--- config.mk ---
export PLATFORM = sky130hd
export DESIGN_NAME = splitter_rr_flat
export DESIGN_NICKNAME = d
export VERILOG_FILES = /design/src/rtl/splitter_pkg.sv /design/src/rtl/splitter_rr_if.sv /design/src/rtl/splitter_sel_fifo.sv /design/src/rtl/splitter_rr.sv /design/src/flat_wrapper.sv
export SDC_FILE = /design/constraint.sdc
export NUM_CORES = 1
export LEC_CHECK = 0
export CAP_MARGIN = 20
export CORE_ASPECT_RATIO = 0.75
export CORE_MARGIN = 1.5
export CORE_UTILIZATION = 25
export DETAILED_ROUTE_END_ITERATION = 16
export SLEW_MARGIN = 20
export SYNTH_ARGS = -nofsm -noshare
export SYNTH_HDL_FRONTEND = slang
export SYNTH_SLANG_ARGS = --single-unit
--- constraint.sdc ---
create_clock -name i_clk -period 2.29 [get_ports i_clk]
set_input_delay 0.458 -clock i_clk [delete_from_list [all_inputs] [get_ports i_clk]]
set_output_delay 0.458 -clock i_clk [all_outputs]
set_load 0.05 [all_outputs]
--- src/rtl/splitter_pkg.sv ---
// rtl/splitter_pkg.sv - shared types and helpers for the round-robin splitter
`timescale 1ns/1ps
package splitter_pkg;

    typedef enum logic {
        SPLIT_STRICT = 1'b0,
        SPLIT_SKIP   = 1'b1
    } split_mode_e;

    // Cyclic increment with an explicit wrap so non-power-of-two port counts work.
    function automatic int unsigned next_port(input int unsigned idx, input int unsigned n);
        return (idx == n - 1) ? 0 : idx + 1;
    endfunction

endpackage

--- src/rtl/splitter_rr_if.sv ---
// rtl/splitter_rr_if.sv - master stream, slave fan-out and selection FIFO signals
`timescale 1ns/1ps
interface splitter_rr_if #(
    parameter int PORTS_N   = 4,
    parameter int DATA_W    = 32,
    parameter int SEL_DEPTH = 4
);
    localparam int PORTS_W = ($clog2(PORTS_N) > 1) ? $clog2(PORTS_N) : 1;
    localparam int CNT_W   = $clog2(SEL_DEPTH + 1);

    logic                i_master_valid;
    logic                o_master_ready;
    logic [DATA_W-1:0]   i_master_data;
    logic [PORTS_N-1:0]  o_slave_valid;
    logic [PORTS_N-1:0]  i_slave_ready;
    logic [DATA_W-1:0]   o_slave_data;
    logic                o_sel_valid;
    logic                i_sel_ready;
    logic [PORTS_W-1:0]  o_sel_idx;
    logic [CNT_W-1:0]    o_sel_count;

    modport slave (
        input  i_master_valid, i_master_data, i_slave_ready, i_sel_ready,
        output o_master_ready, o_slave_valid, o_slave_data,
               o_sel_valid, o_sel_idx, o_sel_count
    );

    modport master (
        output i_master_valid, i_master_data, i_slave_ready, i_sel_ready,
        input  o_master_ready, o_slave_valid, o_slave_data,
               o_sel_valid, o_sel_idx, o_sel_count
    );

endinterface

--- src/rtl/splitter_sel_fifo.sv ---
// rtl/splitter_sel_fifo.sv - synchronous FIFO holding destination indices of accepted beats
`timescale 1ns/1ps
module splitter_sel_fifo #(
    parameter int WIDTH = 2,
    parameter int DEPTH = 4
) (
    input  logic                         i_clk,
    input  logic                         i_reset_n,
    input  logic                         push_i,
    input  logic [WIDTH-1:0]             push_data_i,
    input  logic                         pop_i,
    output logic [WIDTH-1:0]             head_o,
    output logic                         valid_o,
    output logic                         full_o,
    output logic [$clog2(DEPTH+1)-1:0]   count_o
);
    localparam int CNT_W = $clog2(DEPTH + 1);
    localparam int AW    = $clog2(DEPTH);

    logic [WIDTH-1:0] mem_q [DEPTH];
    logic [AW-1:0]    wr_ptr_q, rd_ptr_q;
    logic [CNT_W-1:0] count_q;
    logic             do_push, do_pop;

    assign full_o  = (count_q == CNT_W'(DEPTH));
    assign valid_o = (count_q != '0);
    assign count_o = count_q;
    // Head reads as zero when empty so stale storage never leaks out.
    assign head_o  = valid_o ? mem_q[rd_ptr_q] : '0;
    assign do_push = push_i & ~full_o;
    assign do_pop  = pop_i & valid_o;

    always_ff @(posedge i_clk) begin
        if (do_push) begin
            mem_q[wr_ptr_q] <= push_data_i;
        end
    end

    always_ff @(posedge i_clk) begin
        if (!i_reset_n) begin
            wr_ptr_q <= '0;
            rd_ptr_q <= '0;
            count_q  <= '0;
        end else begin
            if (do_push) wr_ptr_q <= wr_ptr_q + 1'b1;
            if (do_pop)  rd_ptr_q <= rd_ptr_q + 1'b1;
            case ({do_push, do_pop})
                2'b10:   count_q <= count_q + 1'b1;
                2'b01:   count_q <= count_q - 1'b1;
                default: count_q <= count_q;
            endcase
        end
    end

    a_no_push_full: assert property (@(posedge i_clk) disable iff (!i_reset_n) !(push_i && full_o));
    a_count_bound:  assert property (@(posedge i_clk) disable iff (!i_reset_n) count_q <= CNT_W'(DEPTH));

endmodule

--- src/rtl/splitter_rr.sv ---
// rtl/splitter_rr.sv - round-robin fan-out of one stream to PORTS_N workers with order-tracking FIFO
`timescale 1ns/1ps
module splitter_rr
    import splitter_pkg::*;
#(
    parameter int          PORTS_N   = 4,
    parameter int          DATA_W    = 32,
    parameter int          SEL_DEPTH = 4,
    parameter split_mode_e MODE      = SPLIT_STRICT
) (
    input  logic            i_clk,
    input  logic            i_reset_n,
    splitter_rr_if.slave    bus
);
    localparam int PORTS_W = ($clog2(PORTS_N) > 1) ? $clog2(PORTS_N) : 1;

    logic [PORTS_W-1:0] r_ptr_q, r_ptr_d;
    logic [PORTS_W-1:0] cand_idx [PORTS_N];
    logic [PORTS_N-1:0] cand_rdy;
    logic [PORTS_W-1:0] skip_target, target;
    logic               any_rdy, tgt_rdy, valid_en, full, master_ready, fire;

    // Candidate k is port (r_ptr + k) mod PORTS_N; bit k of cand_rdy is its ready.
    for (genvar k = 0; k < PORTS_N; k++) begin : g_scan
        logic [PORTS_W:0] raw;
        assign raw         = {1'b0, r_ptr_q} + (PORTS_W+1)'(k);
        assign cand_idx[k] = (raw >= (PORTS_W+1)'(PORTS_N)) ?
                             PORTS_W'(raw - (PORTS_W+1)'(PORTS_N)) : raw[PORTS_W-1:0];
        assign cand_rdy[k] = bus.i_slave_ready[cand_idx[k]];
    end

    always_comb begin
        skip_target = r_ptr_q;
        for (int k = PORTS_N - 1; k >= 0; k--) begin
            if (cand_rdy[k]) skip_target = cand_idx[k];
        end
    end

    assign any_rdy = |bus.i_slave_ready;
    assign target  = (MODE == SPLIT_SKIP) ? skip_target : r_ptr_q;
    assign tgt_rdy = (MODE == SPLIT_SKIP) ? any_rdy : bus.i_slave_ready[r_ptr_q];
    // Strict valid ignores slave ready; skip valid only exists once some slave is ready.
    assign valid_en = bus.i_master_valid & ~full & ((MODE == SPLIT_SKIP) ? any_rdy : 1'b1);

    assign master_ready       = tgt_rdy & ~full;
    assign fire               = bus.i_master_valid & master_ready;
    assign bus.o_master_ready = master_ready;
    assign bus.o_slave_valid  = valid_en ? (PORTS_N'(1) << target) : '0;
    assign bus.o_slave_data   = DATA_W'(bus.i_master_data);

    assign r_ptr_d = fire ? PORTS_W'(next_port(32'(target), PORTS_N)) : r_ptr_q;

    always_ff @(posedge i_clk) begin
        if (!i_reset_n) begin
            r_ptr_q <= '0;
        end else begin
            r_ptr_q <= r_ptr_d;
        end
    end

    splitter_sel_fifo #(
        .WIDTH (PORTS_W),
        .DEPTH (SEL_DEPTH)
    ) u_sel_fifo (
        .i_clk       (i_clk),
        .i_reset_n   (i_reset_n),
        .push_i      (fire),
        .push_data_i (target),
        .pop_i       (bus.i_sel_ready),
        .head_o      (bus.o_sel_idx),
        .valid_o     (bus.o_sel_valid),
        .full_o      (full),
        .count_o     (bus.o_sel_count)
    );

    a_onehot_valid: assert property (@(posedge i_clk) disable iff (!i_reset_n) $onehot0(bus.o_slave_valid));

endmodule
--- src/flat_wrapper.sv ---
// flat-port wrapper written by rule: the top's interface ports become plain ports
module splitter_rr_flat import splitter_pkg::*;
#(
    parameter int          PORTS_N   = 4,
    parameter int          DATA_W    = 32,
    parameter int          SEL_DEPTH = 4,
    parameter split_mode_e MODE      = SPLIT_STRICT
)
  (i_clk, i_reset_n, bus_i_master_valid, bus_i_master_data, bus_i_slave_ready, bus_i_sel_ready, bus_o_master_ready, bus_o_slave_valid, bus_o_slave_data, bus_o_sel_valid, bus_o_sel_idx, bus_o_sel_count);
  splitter_rr_if #(.PORTS_N(PORTS_N), .DATA_W(DATA_W), .SEL_DEPTH(SEL_DEPTH)) bus_i ();
  input  logic i_clk;
  input  logic i_reset_n;
  input wire logic [$bits(bus_i.i_master_valid)-1:0] bus_i_master_valid;
  input wire logic [$bits(bus_i.i_master_data)-1:0] bus_i_master_data;
  input wire logic [$bits(bus_i.i_slave_ready)-1:0] bus_i_slave_ready;
  input wire logic [$bits(bus_i.i_sel_ready)-1:0] bus_i_sel_ready;
  output wire logic [$bits(bus_i.o_master_ready)-1:0] bus_o_master_ready;
  output wire logic [$bits(bus_i.o_slave_valid)-1:0] bus_o_slave_valid;
  output wire logic [$bits(bus_i.o_slave_data)-1:0] bus_o_slave_data;
  output wire logic [$bits(bus_i.o_sel_valid)-1:0] bus_o_sel_valid;
  output wire logic [$bits(bus_i.o_sel_idx)-1:0] bus_o_sel_idx;
  output wire logic [$bits(bus_i.o_sel_count)-1:0] bus_o_sel_count;
  assign bus_i.i_master_valid = bus_i_master_valid;
  assign bus_i.i_master_data = bus_i_master_data;
  assign bus_i.i_slave_ready = bus_i_slave_ready;
  assign bus_i.i_sel_ready = bus_i_sel_ready;
  assign bus_o_master_ready = bus_i.o_master_ready;
  assign bus_o_slave_valid = bus_i.o_slave_valid;
  assign bus_o_slave_data = bus_i.o_slave_data;
  assign bus_o_sel_valid = bus_i.o_sel_valid;
  assign bus_o_sel_idx = bus_i.o_sel_idx;
  assign bus_o_sel_count = bus_i.o_sel_count;
  splitter_rr #(.PORTS_N(PORTS_N), .DATA_W(DATA_W), .SEL_DEPTH(SEL_DEPTH), .MODE(MODE)) u_core (.i_clk(i_clk), .i_reset_n(i_reset_n), .bus(bus_i));
endmodule
==> flow_metrics.tcl, run 1 <==
set metrics [dict create \
    status "completed" \
    synthesis.nets 169 \
    dp.cells 168 \
    arrival_ns 2.38 \
    grt_start_max_net_pins 13 \
    whs_ns 0.510 \
    fin_cells 174 \
    wire_per_inst_um 11.4 \
    rows 21 \
    hold_depth 2 \
    crit_chain "mux4_2 > and3_4 > inv_4 > ha_4 > inv_2 > fa_2 > xor2_1 > or3_1 > a21oi_1" \
    yosys.area_share.xor_xnor_pct 2.85 \
    synth.avg_cell_area_um2 10.3 \
    drtIter0Drc 12 \
    stdcell_area_mm2 0.00141 \
    routed_via_density 4.17 \
    num_vias 725 \
    gr-total-overflow 0 \
    die_x_um 84.0 \
    gp_congestion 0.720 \
    grt_pass1_wl_um 3200 \
    ir_drop_mv 0.920 \
    drt-total-wl_um 1980 \
    clock-sinks 19 \
    slew_viol_final 0 \
    criticalPathCategory "flop to flop" \
    crit_fanout 2 \
    port_buffers 18 \
    clk_latency_ns 0.25 \
    setup_viol_count_final 0 \
    synth_mux_area_share_pct 8.74 \
    hold_violations 0 \
    syn_inst 119 \
    cts_buffers 3 \
    syn_area_mm2 0.00123 \
    initial_core_util_pct 26.8 \
    cts_tree "done" \
    r2r_cells 9 \
    maxCapViolations 0 \
    cpPeakStageDelay_ns 0.50 \
    cts.clk_slew.worst_paths_ns 0.07 \
    fmax_mhz 455 \
    p_leak_nw 0.586 \
    tightest_slew_ns 0.497 \
    cp_slowest_cell "mux4_2" \
    synth-simple-area-share_pct 13.0 \
    globalRouteMet2Util_pct 11.3 \
    drive_gt1_share_pct 34.2 \
    fill_cells 475 \
    rsz0062_at_grt "no" \
    area_growth_syn_to_layout_pct 14.4 \
    hold_path_class "flop to flop" \
    num_io_pins 83 \
    setup_slack_ns 0.0921 \
    num_antenna_cells 0 \
    synth_compound_area_share_pct 2.54 \
    end_kind "flop" \
    track_usage_pct 7.56 \
    worst_setup_path_start_kind "flop" \
    root_buffer "clkbuf_8" \
    clk_path_buf_depth 2 \
    rrSetupSlack_ns 0.09 \
    met3_usage_pct 3.88 \
    p_per_area_mw_per_mm2 1040 \
    p_total_mw 1.47 \
    h-tree-depth 1 \
    num-nets-final 168 \
    dp_hpwl_um 1560 \
    fin_skew_ns 0.00553 \
    die_h_um 63.8 \
    ys_types 23 \
    antenna_found_initial 0 \
    ys_ff_latch 19 \
    antenna_left 0 \
    relSlewSlack_pct 66.8 \
    place_area_mm2 0.00134 \
    use_met1_pct 8.47 \
    synth_top_family_by_area "buffers and inverters" \
    period_share_pct 96.0 \
    drc_errors 0 \
    placeableCoreArea_mm2 0.00460 \
    period_needed_ns 2.20 \
    dpl_worst_slack_ns -0.446 \
    crit_required_ns 2.47 \
    synthAdderAreaFrac_pct 10.8 \
    die_area_mm2 0.00536 \
    yosysWarningCount 0 \
    grt_pass1_vias 705 \
    firstDrtPassIters 4 \
    yosysSeqAreaShare_pct 37.4 \
    grt-busiest-layer "met2" \
]
-- cell usage in the layout (no fill, tap or decap), types with 2 or more instances in the layout --
cell type and count:
clkbuf_8 3, nor2_1 6, clkdlybuf4s15_1 4, xor2_1 4, dfxtp_1 7, nor2b_1 2, buf_4 13, ha_1 8
clkdlybuf4s50_1 6, edfxtp_1 8, and2_2 5, inv_1 9, mux2i_1 4, a21oi_1 2, nand2_1 7, buf_12 4
mux4_2 3, and3_1 4, dfxtp_2 3
-- kinds of logic after synthesis --
family | after synthesis
xor+xnor | 4
mux | 7
compound gates | 5
simple gates | 29
buf+inv | 45
fa+ha+maj | 10
flops | 19
-- layer usage --
metal / wire, µm / vias to the layer above
met4: 82 / 0
met2: 861 / 24
met5: 0 / -
met1: 868 / 337
li1: - / 348
met3: 169 / 16
-- worst paths after layout --
path / endpoint / from
max: u_core.u_sel_fifo.count_o[2] / u_core.r_ptr_q[0]
min: u_core.u_sel_fifo.wr_ptr_q[1] / u_core.u_sel_fifo.wr_ptr_q[1]
max reg2reg: u_core.u_sel_fifo.count_o[2] / u_core.r_ptr_q[0]
min reg2reg: u_core.u_sel_fifo.wr_ptr_q[1] / u_core.u_sel_fifo.wr_ptr_q[1]
-- power by group --
part           total, mW  internal, mW  switching [mW]
Clock              0.233         0.122           0.110
Sequential         0.477         0.424          0.0533
Combinational      0.759         0.322           0.436
Total               1.47         0.868           0.600
-- stage by stage --
stage	TNS (ns)	utilization, %
3_3_place_gp	-0.628	29.1
5_1_grt	0	30.6
3_5_place_dp	-0.718	29.1
4_1_cts	-0.0115	30.5
2_1_floorplan	-0.0953	-
6_report	0	30.6
-- worst max-delay path: cells and delay by family, from the launching register on --
kind                     cells  cell delay (ns)
AO/OA/AOI/OAI                1             0.12
flip-flops                   1             0.34
AND/OR/NAND/NOR              2             0.48
XOR/XNOR                     1             0.15
adder cells (fa/ha/maj)      2             0.45
buffers and inverters        2             0.08
multiplexers                 1             0.50
-- cell usage after synthesis, drive strengths merged --
| master | n | share of area (%) |
|---|---|---|
| nor3 | 1 | 0.41 |
| ha | 9 | 9.1 |
| o311ai | 1 | 0.71 |
| a21oi | 2 | 0.81 |
| xor2 | 4 | 2.8 |
| inv | 11 | 3.4 |
| and2 | 5 | 3.0 |
| o31ai | 1 | 0.61 |
| nand2 | 7 | 2.1 |
| nor2 | 6 | 1.8 |
| nor2b | 2 | 1.0 |
| mux2i | 4 | 3.3 |
| mux4 | 3 | 5.5 |
| edfxtp | 8 | 20 |
| or3b | 1 | 0.91 |
| buf | 34 | 21 |
| dfxtp | 11 | 18 |
| fa | 1 | 1.6 |
| or3 | 2 | 1.1 |
| and3 | 5 | 2.5 |
| o21ai | 1 | 0.41 |
-- cell type report --
cell class                      instances  area, µm²  area share (%)
Sequential cell                        19        468            33.2
Inverter                               11       43.8            3.11
Clock inverter                          1       7.51           0.533
Timing Repair Buffer                   28        290            20.6
Multi-Input combinational cell         55        487            34.5
Tap cell                               57       71.3            5.06
Clock buffer                            3       41.3            2.93
-- what timing repair did --
action	in CTS	in global routing
pin swaps	5	2
setup endpoints to repair	2	2
hold buffers	0	0
resized for setup	8	2
cloned	0	0
buffers inserted	2	0
Power figures use the tool's default switching activity.
==> run 2: changes to the inputs <==
SETUP_SLACK_MARGIN = 0.05   (was unset)
clock period = 2.5 ns   (was 2.29 ns; I/O delays follow)
==> run 2 against run 1 <==
Against the previous run:
- hold slack got worse by 0.0099 ns
- sequential cell count unchanged
- first-iteration DRC count increased by 75%
- critical path type unchanged
==> flow_metrics.tcl, run 2 (synthesis results as in run 1) <==
set metrics [dict create \
    status "completed" \
    dp_hpwl_um 1500 \
    dpl_worst_slack_ns -0.284 \
    clock-sinks 19 \
    crit_required_ns 2.69 \
    area_growth_syn_to_layout_pct 13.3 \
    criticalPathCategory "flop to flop" \
    crit_start "u_core.r_ptr_q[0]" \
    hold_path_class "flop to flop" \
    hold_violations 0 \
    p_per_area_mw_per_mm2 951 \
    grt_pass1_vias 706 \
    critical_path_depth 9 \
    cpPeakStageDelay_ns 0.50 \
    grt_pass1_wl_um 3250 \
    final_util_pct 30.3 \
    h-tree-depth 1 \
    period_needed_ns 2.35 \
    die_h_um 63.8 \
    gp_congestion 0.698 \
    cp_slowest_cell "mux4_2" \
    die_area_mm2 0.00536 \
    maxCapViolations 0 \
    num-nets-final 163 \
    layout_common_cells "9 x inv_1, 8 x ha_1, 8 x edfxtp_1" \
    slew_viol_final 0 \
    routed_via_density 4.25 \
    drive_gt1_share_pct 32.1 \
    gr-total-overflow 0 \
    fin_cells 169 \
    track_usage_pct 7.64 \
    fmax_mhz 426 \
    whs_ns 0.500 \
    setup_slack_ns 0.151 \
    clk_latency_ns 0.25 \
    relSlewSlack_pct 66.7 \
    setup_viol_count_final 0 \
    fin_skew_ns 0.00138 \
    end_kind "flop" \
    wire_per_inst_um 11.7 \
    tightest_slew_ns 0.498 \
    worst_setup_path_start_kind "flop" \
    num_vias 719 \
    p_total_mw 1.33 \
    crit_family "simple AND/OR/NAND/NOR gates" \
    hold_depth 2 \
    arrival_ns 2.53 \
    crit_end "u_core.u_sel_fifo.count_o[2]" \
    rrSetupSlack_ns 0.15 \
    port_buffers 18 \
    holdBufCountCts 0 \
    ir_drop_mv 0.601 \
    grt_start_max_net_pins 12 \
    cts_buffers 3 \
    rows 21 \
    clk_path_buf_depth 2 \
    antenna_left 0 \
    r2r_end "u_core.u_sel_fifo.count_o[2]" \
    stdcell_area_mm2 0.00140 \
    cp_num_buf_inv 2 \
    rsz0062_at_grt "no" \
    root_buffer "clkbuf_8" \
    drc_errors 0 \
    die_x_um 84.0 \
    drt-total-wl_um 1970 \
    dp.cells 163 \
    cts.clk_slew.worst_paths_ns 0.07 \
    drtIter0Drc 21 \
    crit_fanout 2 \
    fin_tns_setup_ns 0 \
    crit_chain "mux4_2 > and3_4 > inv_4 > ha_4 > inv_2 > fa_2 > xor2_2 > or3_4 > a21oi_2" \
    timing.rr.start "u_core.r_ptr_q[0]" \
    antenna_found_initial 0 \
    final_common_cell "inv_1" \
    num_antenna_cells 0 \
    num_io_pins 83 \
    period_share_pct 94.0 \
    place_area_mm2 0.00130 \
    cts_tree "done" \
    placeableCoreArea_mm2 0.00460 \
    initial_core_util_pct 26.8 \
    p_leak_nw 0.593 \
    r2r_cells 9 \
    firstDrtPassIters 4 \
]
## run 2: layout make-up
cell class	instances	area [µm²]
tap	57	71.3
clock inverter	1	5.00
timing repair buffer	23	263
clock buffer	3	41.3
multi-input combinational	55	503
fill	455	3200
sequential	19	468
inverter	11	43.8
## run 2: how the worst min path moves through the flow
stage	slack [ns]	to	start
final	0.50	u_core.u_sel_fifo.wr_ptr_q[1]	u_core.u_sel_fifo.wr_ptr_q[1]
after global routing	0.52	u_core.u_sel_fifo.wr_ptr_q[1]	u_core.u_sel_fifo.wr_ptr_q[1]
after CTS	0.50	u_core.u_sel_fifo.wr_ptr_q[1]	u_core.u_sel_fifo.wr_ptr_q[1]
after detailed placement	0.49	u_core.u_sel_fifo.wr_ptr_q[1]	u_core.u_sel_fifo.wr_ptr_q[1]
after global placement	0.48	u_core.u_sel_fifo.wr_ptr_q[1]	u_core.u_sel_fifo.wr_ptr_q[1]
after floorplan	0.47	u_core.u_sel_fifo.wr_ptr_q[1]	u_core.u_sel_fifo.wr_ptr_q[1]
## run 2: power by group
group / internal (mW) / switching (mW)
combinational: 0.282 / 0.392
clock: 0.111 / 0.0993
sequential: 0.388 / 0.0551
## run 2: tightest hold or removal path, stage by stage, from the launching register on
cell	delay, ns
dfxtp_1	0.34
nand2_1	0.06
mux2i_1	0.05
## run 2: per-layer routing
layer,wire (µm),part of all wire (%),GRT usage (%),vias to the layer above
li1,-,-,-,339
met1,808,41,8.79,331
met2,871,44,11.0,23
met4,97,4.9,4.30,0
met5,0,0,0,-
met3,194,9.8,4.52,26
## run 2: timing repair
item                       in CTS  in global routing
setup endpoints to repair       3                  1
buffers inserted                1                  1
cloned                          0                  0
resized for setup               2                 11
pin swaps                       0                  5
